File: src/rtl/gray_arb_pkg.sv
// Shared definitions for the gray-counter burst arbiter.
//   state_t   : controller state encoding (IDLE/CLEAR/RUN/DONE)
//   STEP_W_D  : default burst-length width
//   CNT_W_D   : default counter value width
//   GRAY_SEQ  : 3-bit gray step sequence, element i = value after i steps
package gray_arb_pkg;

  typedef enum logic [1:0] {
    S_IDLE  = 2'd0,
    S_CLEAR = 2'd1,
    S_RUN   = 2'd2,
    S_DONE  = 2'd3
  } state_t;

  localparam int STEP_W_D = 4;
  localparam int CNT_W_D  = 3;

  // Element 0 is the rightmost entry.
  localparam logic [7:0][2:0] GRAY_SEQ = {
    3'b100, 3'b101, 3'b111, 3'b110, 3'b010, 3'b011, 3'b001, 3'b000
  };

endpackage

File: src/rtl/gray_burst_arbiter_rr_arb2.sv
// Two-input round-robin picker.
//   clk, rst_n : clock, async active-low reset
//   req        : request vector
//   upd        : strobe, move the pointer away from the served requester
//   served     : one-hot requester just served (sampled with upd)
//   win        : one-hot winner, combinational from req and pointer
module rr_arb2 (
  input  logic       clk,
  input  logic       rst_n,
  input  logic [1:0] req,
  input  logic       upd,
  input  logic [1:0] served,
  output logic [1:0] win
);

  logic ptr;  // 0: requester 0 preferred on contention

  always_ff @(posedge clk or negedge rst_n) begin
    if (!rst_n)   ptr <= 1'b0;
    else if (upd) ptr <= served[0];  // served requester drops to lowest priority
  end

  always_comb begin
    win = req;
    if (req == 2'b11) win = ptr ? 2'b10 : 2'b01;
  end

endmodule

File: src/rtl/gray_burst_arbiter.sv
// Shares one 3-bit gray step counter between two requesters. Each granted
// burst clears the counter, enables it for exactly Len cycles, then captures
// the final value and overflow flag.
//   Clk, Reset            : clock, async active-low reset
//   Req, Len0, Len1       : level requests and per-requester burst lengths
//   Gnt, Busy, Done       : one-hot grant, non-idle flag, end-of-burst pulse
//   Res_Value, Res_Wrap   : captured counter result, held until next burst
//   Cnt_En, Cnt_Clr       : counter enable and synchronous clear
//   Cnt_Value, Cnt_Overflow : counter outputs
module gray_burst_arbiter
  import gray_arb_pkg::*;
#(
  parameter int STEP_W = STEP_W_D,
  parameter int CNT_W  = CNT_W_D
) (
  input  logic              Clk,
  input  logic              Reset,
  input  logic [1:0]        Req,
  input  logic [STEP_W-1:0] Len0,
  input  logic [STEP_W-1:0] Len1,
  output logic [1:0]        Gnt,
  output logic              Busy,
  output logic              Done,
  output logic [CNT_W-1:0]  Res_Value,
  output logic              Res_Wrap,
  output logic              Cnt_En,
  output logic              Cnt_Clr,
  input  logic [CNT_W-1:0]  Cnt_Value,
  input  logic              Cnt_Overflow
);

  state_t            state;
  logic [STEP_W-1:0] rem;
  logic [1:0]        win;

  rr_arb2 u_rr (
    .clk    (Clk),
    .rst_n  (Reset),
    .req    (Req),
    .upd    (state == S_DONE),
    .served (Gnt),
    .win    (win)
  );

  // All outputs are registered; each is set on the transition into the
  // state that owns it.
  always_ff @(posedge Clk or negedge Reset) begin
    if (!Reset) begin
      state     <= S_IDLE;
      rem       <= '0;
      Gnt       <= 2'b00;
      Busy      <= 1'b0;
      Done      <= 1'b0;
      Res_Value <= '0;
      Res_Wrap  <= 1'b0;
      Cnt_En    <= 1'b0;
      Cnt_Clr   <= 1'b0;
    end else begin
      case (state)
        S_IDLE: begin
          if (Req != 2'b00) begin
            Gnt     <= win;
            rem     <= win[1] ? Len1 : Len0;
            Busy    <= 1'b1;
            Cnt_Clr <= 1'b1;
            state   <= S_CLEAR;
          end
        end
        S_CLEAR: begin
          Cnt_Clr <= 1'b0;
          if (rem != '0) begin
            Cnt_En <= 1'b1;
            state  <= S_RUN;
          end else begin
            Done  <= 1'b1;
            state <= S_DONE;
          end
        end
        S_RUN: begin
          rem <= rem - 1'b1;
          // Last enable cycle: leave so exactly Len enables are issued.
          if (rem == STEP_W'(1)) begin
            Cnt_En <= 1'b0;
            Done   <= 1'b1;
            state  <= S_DONE;
          end
        end
        S_DONE: begin
          Res_Value <= Cnt_Value;
          Res_Wrap  <= Cnt_Overflow;
          Done      <= 1'b0;
          Gnt       <= 2'b00;
          Busy      <= 1'b0;
          state     <= S_IDLE;
        end
        default: state <= S_IDLE;
      endcase
    end
  end

endmodule

File: config.mk
export PLATFORM = sky130hd
export DESIGN_NAME = gray_burst_arbiter
export DESIGN_NICKNAME = d
export VERILOG_FILES = /design/src/rtl/gray_arb_pkg.sv /design/src/rtl/gray_burst_arbiter_rr_arb2.sv /design/src/rtl/gray_burst_arbiter.sv
export SDC_FILE = /design/constraint.sdc
export NUM_CORES = 1
export LEC_CHECK = 0
export ABC_AREA = 1
export ABC_CLOCK_PERIOD_IN_PS = 2100
export CAP_MARGIN = 30
export CORE_MARGIN = 2
export CORE_UTILIZATION = 50
export CTS_CLUSTER_DIAMETER = 120
export DETAILED_ROUTE_END_ITERATION = 10
export PLACE_DENSITY = 0.82
export SETUP_SLACK_MARGIN = 0.3
export SLEW_MARGIN = 10
export SYNTH_ARGS = -nofsm -noshare
export SYNTH_HDL_FRONTEND = slang
export SYNTH_SLANG_ARGS = --single-unit
File: constraint.sdc
create_clock -name Clk -period 2.1 [get_ports Clk]
set_clock_uncertainty 0.1 [all_clocks]
set_input_delay 0.63 -clock Clk [delete_from_list [all_inputs] [get_ports Clk]]
set_output_delay 0.63 -clock Clk [all_outputs]
set_load 0.02 [all_outputs]
# After elaboration in Yosys (flattened, before gate mapping)
# Cells that the tools add are included.
# classes
addsub	1
eq_ne	9
muxes	20
reduce_logical	14
# op_table
operator	count
$mux 2	5
$reduce_bool 2->1	5
$mux 4	2
$ne 2x2->1 const B	4
$pmux 2 s4	1
$pmux 4 s2	1
$reduce_and 2->1	4
$eq 2x2->1 const B	3
$mux 1	6
$pmux 1 s2	3
$reduce_and 3->1	2
$eq 4x1->1 const B	1
$pmux 2 s2	1
$reduce_bool 4->1	1
$sub 4x1->4 const B	1
$pmux 1 s3	1
$reduce_bool 3->1	1
$eq 2x1->1 const B	1
$logic_not 2->1	1
# word_totals
ff_bits	17
input_bits	16
output_inout_bits	10
wordCells	54

# Depth between registers and ports, before layout
# Gate-level depths: netlist of the first run.
# depth
ltp_word	5
depth_mapped	8
ltp_nobuf	8

# Hierarchy
# Synthesis of the first run repeated with hierarchy kept, for this count alone.
# hier_totals
hier_cells	127
area_unflattened_um2	1002.2
# by_module_without_submodules
module	instances	cells_each	area_per_inst_um2	seq_area_each_um2
gray_burst_arbiter	1	117	940.9	400.4
rr_arb2	1	10	61.3	25.0

# Worst setup path after synthesis of the first run
# OpenSTA, ideal clock, no wires.
# synth_timing
kind	flip-flop to flip-flop
from	register state[0]
to	register rem[0]
setup_time_ns	0.121
arrival_ns	1.171
t_required_ns	1.879
path_slack_ns	0.708
stages_incl_launch_ff	8
n_path_buf	0
path_cell_list	dfrtp_1 inv_1 ha_1 nand3_2 o21ai_2 inv_1 nor2_1 a21oi_1
# synth_via
elab_chain_len	3
word_cells_on_any_way	6
classes_between	eq/ne (2); mux (1); reduce/logical (3)
# synth_lines
element	line	source
start: declaration	gray_burst_arbiter.sv:32	state_t state;
start signal: assignment	gray_burst_arbiter.sv:49	state <= S_IDLE;
start signal: assignment	gray_burst_arbiter.sv:66	state <= S_CLEAR;
start signal: assignment	gray_burst_arbiter.sv:73	state <= S_RUN;
$eq 2x2->1 / $logic_not 2->1 (equally long branches)	gray_burst_arbiter.sv:59	case (state)
$reduce_bool 2->1 (no line) / $ne 2x2->1 (equally long branches)	-	
$reduce_and 2->1 (no line)	-	
end signal: assignment	gray_burst_arbiter.sv:63	rem <= win[1] ? Len1 : Len0;
end signal: assignment	gray_burst_arbiter.sv:80	rem <= rem - 1'b1;
end: declaration	gray_burst_arbiter.sv:33	logic [STEP_W-1:0] rem;
# Several ways; a longest one is shown, not always the timed one.
# A chain may end at the register's enable or synchronous reset.

# Worst setup path in the final report of the first run
# layout_timing
from	register Cnt_En
to	output port Cnt_En
# layout_rtl
element	line	source
start: declaration	gray_burst_arbiter.sv:26	output logic Cnt_En,
start signal: assignment	gray_burst_arbiter.sv:56	Cnt_En <= 1'b0;
start signal: assignment	gray_burst_arbiter.sv:72	Cnt_En <= 1'b1;
start signal: assignment	gray_burst_arbiter.sv:83	Cnt_En <= 1'b0;
# No word-level cell between the ends.

==> results.cfg, run 1 <==
[logic_synthesis]
yosysSeqAreaShare_pct = 44.27
syn_nets = 150
yosysTopAreaCellShare_pct = 44.27
post_synth_inst_count = 127
yosysTopAreaCell = dfrtp_1
ys.warnings.count = 0
syn_area_um2 = 960.9
yosys_register_bits = 17
ys_types = 16
synth_area_leaders = dfrtp_1, nand2_1, ha_1
syn_avg_cell_area_um2 = 7.566

[layout]
syn_to_final_growth_pct = 32.16
fin_cells = 182
final_common_cell = nand2_1
nNetsFinal = 181
diodes = 0
fin_area_um2 = 1270
drive_gt1_share_pct = 5.732
final_util_pct = 71.99
most-common-layout-cells = nand2_1, inv_1, dfrtp_1
n_fill_cell = 167

[floorplan]
std_cell_rows = 15
num_io_pins = 26
die_y_um = 47.84
core_um2 = 1764
die-area_um2 = 2289
die_x_um = 47.84
initial_core_util_pct = 54.47

[setup_path]
regToRegEndpoint = rem[0]$_DFFE_PN0P_
r2r_start = state[0]$_DFFE_PN0P_
reg2reg_depth = 6
critical-path-max-stage-delay_ps = 410
worstPathRequired_ps = 1370
critPathBufInv = 1
rrSetupSlack_ps = 460
start_kind = flip-flop
cp_slowest_cell = dfrtp_1
crit_type = reg -> out
path_delay_family = flip-flops
crit_start = Cnt_En$_DFFE_PN0P_
cp-end-kind = output port
crit_chain = dlygate4sd2_1
worstPathArrival_ps = 1040
crit_fanout = 3

[worst_hold_path]
hold_path_class = reg -> reg
hold-path-endpoint = Res_Wrap$_DFFE_PN0P_
worstHoldPathCells = 2
hold_start = Res_Wrap$_DFFE_PN0P_

[timing]
fin_tns_setup_ps = 0
rsz0062_at_grt = yes
slew_violations = 0
finalSetupViolCount = 0
worstMarginPinSlew_ps = 286.2
fin_worst_hold_slack_ps = 381.2
max-slew-margin-rel_pct = 80.92
period_share_pct = 84.16
hold_viol_final = 0
min_period_ps = 1767
fmax_mhz = 565.8

[detailed_routing]
vias_per_cell = 4.901
antenna_left = 0
wl_per_cell_um = 11.81
drc_errors = 0
wirelength_um = 2150
drtPass1Iterations = 4
drt_iter0_drc = 24
vias = 892

[clocking]
htree_levels = 1
insertion_delay_ps = 300
cts_hold_buf = 0
cts_max_path_buffers = 2
cts_tree = built
cts-root-buf = clkbuf_4
clkSlewWorstSetupHoldPaths_ps = 100
cts_num_sinks = 17
post_cts_buffers = 0
cts_made_buffers = 3

[pwr]
p_leak_nw = 0.6972
p_per_area_nw_per_um2 = 1460
ir_worst_vdd_uv = 998.6

[global_route]
grt_first_pass_wirelength_um = 3284
grt_antenna_before_repair = 0
grt_pass1_vias = 782
grtUsageTotal_pct = 21.04
grt_max_degree = 18
grt_overflow = 0

[placed_design]
post-dp-hpwl_um = 1618
dpl_cell_area_um2 = 1250
place_congestion = 0.7531
dp.cells = 178
numPortBuffers = 25

[flow_run]
drv_cap = 0

[run_status]
status = finished clean
==> where the power goes <==
part	total, mW	switching, mW	internal (mW)	leakage, nW
combinational	1.07	0.668	0.398	0.471
clock	0.183	0.112	0.0712	0.0177
sequential	0.605	0.110	0.495	0.209
==> per-stage QoR <==
step	setup WS, ps	power (mW)
final	332.6	1.854
after floorplan	708.1	1.337
after CTS	326.5	1.858
after global placement	137.8	1.690
after global routing	280.3	2.031
after detailed placement	105.7	1.731
==> final cells by class <==
cell class	count	area (um^2)	area share [%]
clock buffers	3	22.52	1.773
clock inverters	1	5.005	0.3941
inverters	22	82.58	6.502
multi-input cells	88	457.9	36.06
flip-flops and latches	17	425.4	33.50
well taps	25	31.28	2.463
repair buffers	26	245.2	19.31
==> logic make-up (layout without fill, tap and decap cells) <==
logic type      count (synthesis)  after routing  synth area share (%)
compound gates                 15             15                 8.724
xor+xnor                        1              1                0.9116
fa+ha+maj                       7              7                 9.114
buf+inv                        22             52                 8.594
flops                          17             17                 44.27
simple gates                   65             65                 28.39
==> sequential cells by signal, summed over array words and instances, names as in the netlist <==
register,flops
Busy,1
Cnt_Clr,1
Cnt_En,1
Done,1
Gnt,2
Res_Value,3
Res_Wrap,1
rem,4
state,2
u_rr.ptr,1
==> worst max-delay path by stage <==
stage / depth (start not counted) / end / slack [ps]
after CTS: 1 / Cnt_En / 330
after floorplan: 7 / rem[0]$_DFFE_PN0P_ / 710
after global placement: 8 / rem[1]$_DFFE_PN0P_ / 140
after detailed placement: 8 / rem[1]$_DFFE_PN0P_ / 110
final: 1 / Cnt_En / 330
after global routing: 7 / rem[0]$_DFFE_PN0P_ / 280
==> worst register-to-register path, delay by kind of cell (launching register included) <==
family	cells	cell delay (ps)
buffers and inverters	2	210
and+or+nand+nor	1	130
DFF	1	410
AOI/OAI and AO/OA	2	380
adders and majority gates	1	290
==> synthesized netlist by cell type <==
cell type,count
o21ai_0,6
o21ai_2,1
nand4_1,1
o21ai_1,1
o22ai_1,2
nor2_1,6
nand2_1,45
ha_1,7
nand3_2,1
o211ai_1,1
inv_1,22
a21oi_1,4
xnor2_1,1
nand3_1,10
nand3b_1,2
dfrtp_1,17
==> routing by layer <==
| layer | global-route usage (%) | vias up | share of wire, % |
|---|---|---|---|
| li1 | - | 457 | - |
| met1 | 27.66 | 408 | 48 |
| met2 | 33.60 | 24 | 46 |
| met3 | 4.906 | 3 | 4.9 |
| met4 | 8.108 | 0 | 1.2 |
| met5 | 0 | - | 0 |
==> what timing repair did <==
item	4_1_cts	5_1_grt
endpoints found under the hold margin	0	0
endpoints found under the setup margin	10	2
resized for setup	10	2
No activity file was read; power rests on OpenSTA's default activity.
==> run 2: changes to the inputs <==
ABC_CLOCK_PERIOD_IN_PS = 1800   (was 2100)
CORE_UTILIZATION = 47   (was 50)
PLACE_DENSITY = 0.78   (was 0.82)
clock period = 1.8 ns   (was 2.1 ns; I/O delays follow)
==> results.cfg, run 2 (same netlist as run 1, synthesis figures left out) <==
[global_route]
grtUsageTotal_pct = 20.31
grt_pass1_vias = 883
grt_first_pass_wirelength_um = 3746
grt_antenna_before_repair = 0
grt_overflow = 0
grt_max_degree = 18

[setup_path]
regToRegEndpoint = rem[1]$_DFFE_PN0P_
critical-path-max-stage-delay_ps = 410
crit_type = reg -> out
rrSetupSlack_ps = 310
reg2reg_depth = 7
crit_chain = buf_6
cp_slowest_cell = dfrtp_1
worstPathArrival_ps = 850
crit_fanout = 2
critPathBufInv = 1
r2r_start = state[0]$_DFFE_PN0P_
path_delay_family = flip-flops
start_kind = flip-flop
cp-end-kind = output port
worstPathRequired_ps = 1160

[clocking]
cts_made_buffers = 3
cts_tree = built
insertion_delay_ps = 300
cts-root-buf = clkbuf_4
cts_num_sinks = 17
cts_max_path_buffers = 2
htree_levels = 1
clkSlewWorstSetupHoldPaths_ps = 110

[timing]
worstMarginPinSlew_ps = 217.7
finalSetupViolCount = 0
fin_worst_hold_slack_ps = 414.0
hold_viol_final = 0
period_share_pct = 83.02
max-slew-margin-rel_pct = 85.43
slew_violations = 0
min_period_ps = 1494
rsz0062_at_grt = yes
fmax_mhz = 669.1

[placed_design]
post-dp-hpwl_um = 1762
numPortBuffers = 25
dpl_cell_area_um2 = 1282
place_congestion = 0.8703

[layout]
multi_input_area_um2 = 503.0
most-common-layout-cells = nand2_1, inv_1, dfrtp_1
syn_to_final_growth_pct = 52.34
drive_gt1_share_pct = 24.12
register_area_um2 = 426.7
n_fill_cell = 134
top_register = rem
final_common_cell = nand2_1
nNetsFinal = 194
diodes = 0
top_regs = rem x4, Res_Value x3
largest_reg_flops = 4
fin_area_um2 = 1464

[detailed_routing]
drtPass1Iterations = 4
wl_per_cell_um = 12.23
antenna_left = 0
vias = 983
wirelength_um = 2409
drc_errors = 0
vias_per_cell = 4.990
drt_iter0_drc = 29

[pwr]
p_leak_nw = 0.7727
total_power_mw = 2.611
ir_worst_vdd_uv = 1353
p_per_area_nw_per_um2 = 1784

[worst_hold_path]
worstHoldPathCells = 2
hold_start = Res_Value[0]$_DFFE_PN0P_
hold-path-endpoint = Res_Value[0]$_DFFE_PN0P_
hold_path_class = reg -> reg

[floorplan]
initial_core_util_pct = 49.48
std_cell_rows = 16
die_x_um = 49.22
die-area_um2 = 2422
core_um2 = 1942
num_io_pins = 26
die_y_um = 49.22

[run_status]
status = finished clean

[flow_run]
drv_cap = 0
## run 2: cell types whose count changed in the layout (fill, tap and decap cells not counted), sizes merged
| cell | delta |
|---|---|
| clkdlybuf4s50 | -2 |
| clkinv | -1 |
| dlygate4sd2 | -10 |
| dlymetal6s2s | +2 |
| clkinvlp | +1 |
| buf | +23 |
## run 2: how the worst max path moves through the flow
stage,depth (start not counted),start,endpoint
after floorplan,7,state[0]$_DFFE_PN0P_,rem[0]$_DFFE_PN0P_
after global placement,8,Req[0],rem[1]$_DFFE_PN0P_
after detailed placement,8,Req[0],rem[1]$_DFFE_PN0P_
after CTS,1,Gnt[0]$_DFFE_PN0P_,Gnt[0]
after global routing,7,state[0]$_DFFE_PN0P_,rem[1]$_DFFE_PN0P_
final,1,Gnt[0]$_DFFE_PN0P_,Gnt[0]
## run 2: metrics by stage
stage               TNS [ps]  setup WS (ps)  std cells  utilization [%]
floorplan                  0          408.1        127                -
global placement      -12.65         -12.65        184            66.04
detailed placement    -90.11         -46.46        184            66.04
CTS                        0          279.2        189            67.65
global route               0          237.2        197            75.39
finish                     0          305.6        197            75.39
## run 2: layout make-up
| class | instances | area share (%) |
|---|---|---|
| Clock buffer | 3 | 1.538 |
| Clock inverter | 1 | 0.5128 |
| Inverter | 22 | 5.812 |
| Multi-Input combinational cell | 88 | 34.36 |
| Sequential cell | 17 | 29.15 |
| Tap cell | 27 | 2.308 |
| Timing Repair Buffer | 39 | 26.32 |
## run 2: routing by layer
metal / track usage (%) / share of wire (%)
met5: 0 / 0
met4: 12.38 / 2.5
met3: 3.681 / 4.1
met2: 32.43 / 52
met1: 25.34 / 41
## run 2: report_power, final
| group | total [mW] | switching, mW | internal [mW] | leakage [nW] |
|---|---|---|---|---|
| Clock | 0.219 | 0.134 | 0.0848 | 0.0139 |
| Sequential | 0.748 | 0.168 | 0.580 | 0.208 |
| Combinational | 1.64 | 0.869 | 0.775 | 0.551 |
## run 2: worst reg2reg max path: stages, from the launching register on
cell and delay (ps):
dfrtp_1 440, inv_2 100, ha_4 200, buf_12 130, o21ai_4 220, nor2_1 70, nand2_1 80, nand2_1 50
## run 2: repair_timing
action | 4_1_cts | 5_1_grt
pin swaps | 0 | 2
setup endpoints to repair | 16 | 21
buffers inserted | 1 | 8
resized for setup | 53 | 27
cloned | 0 | 0
hold buffers | 0 | 0
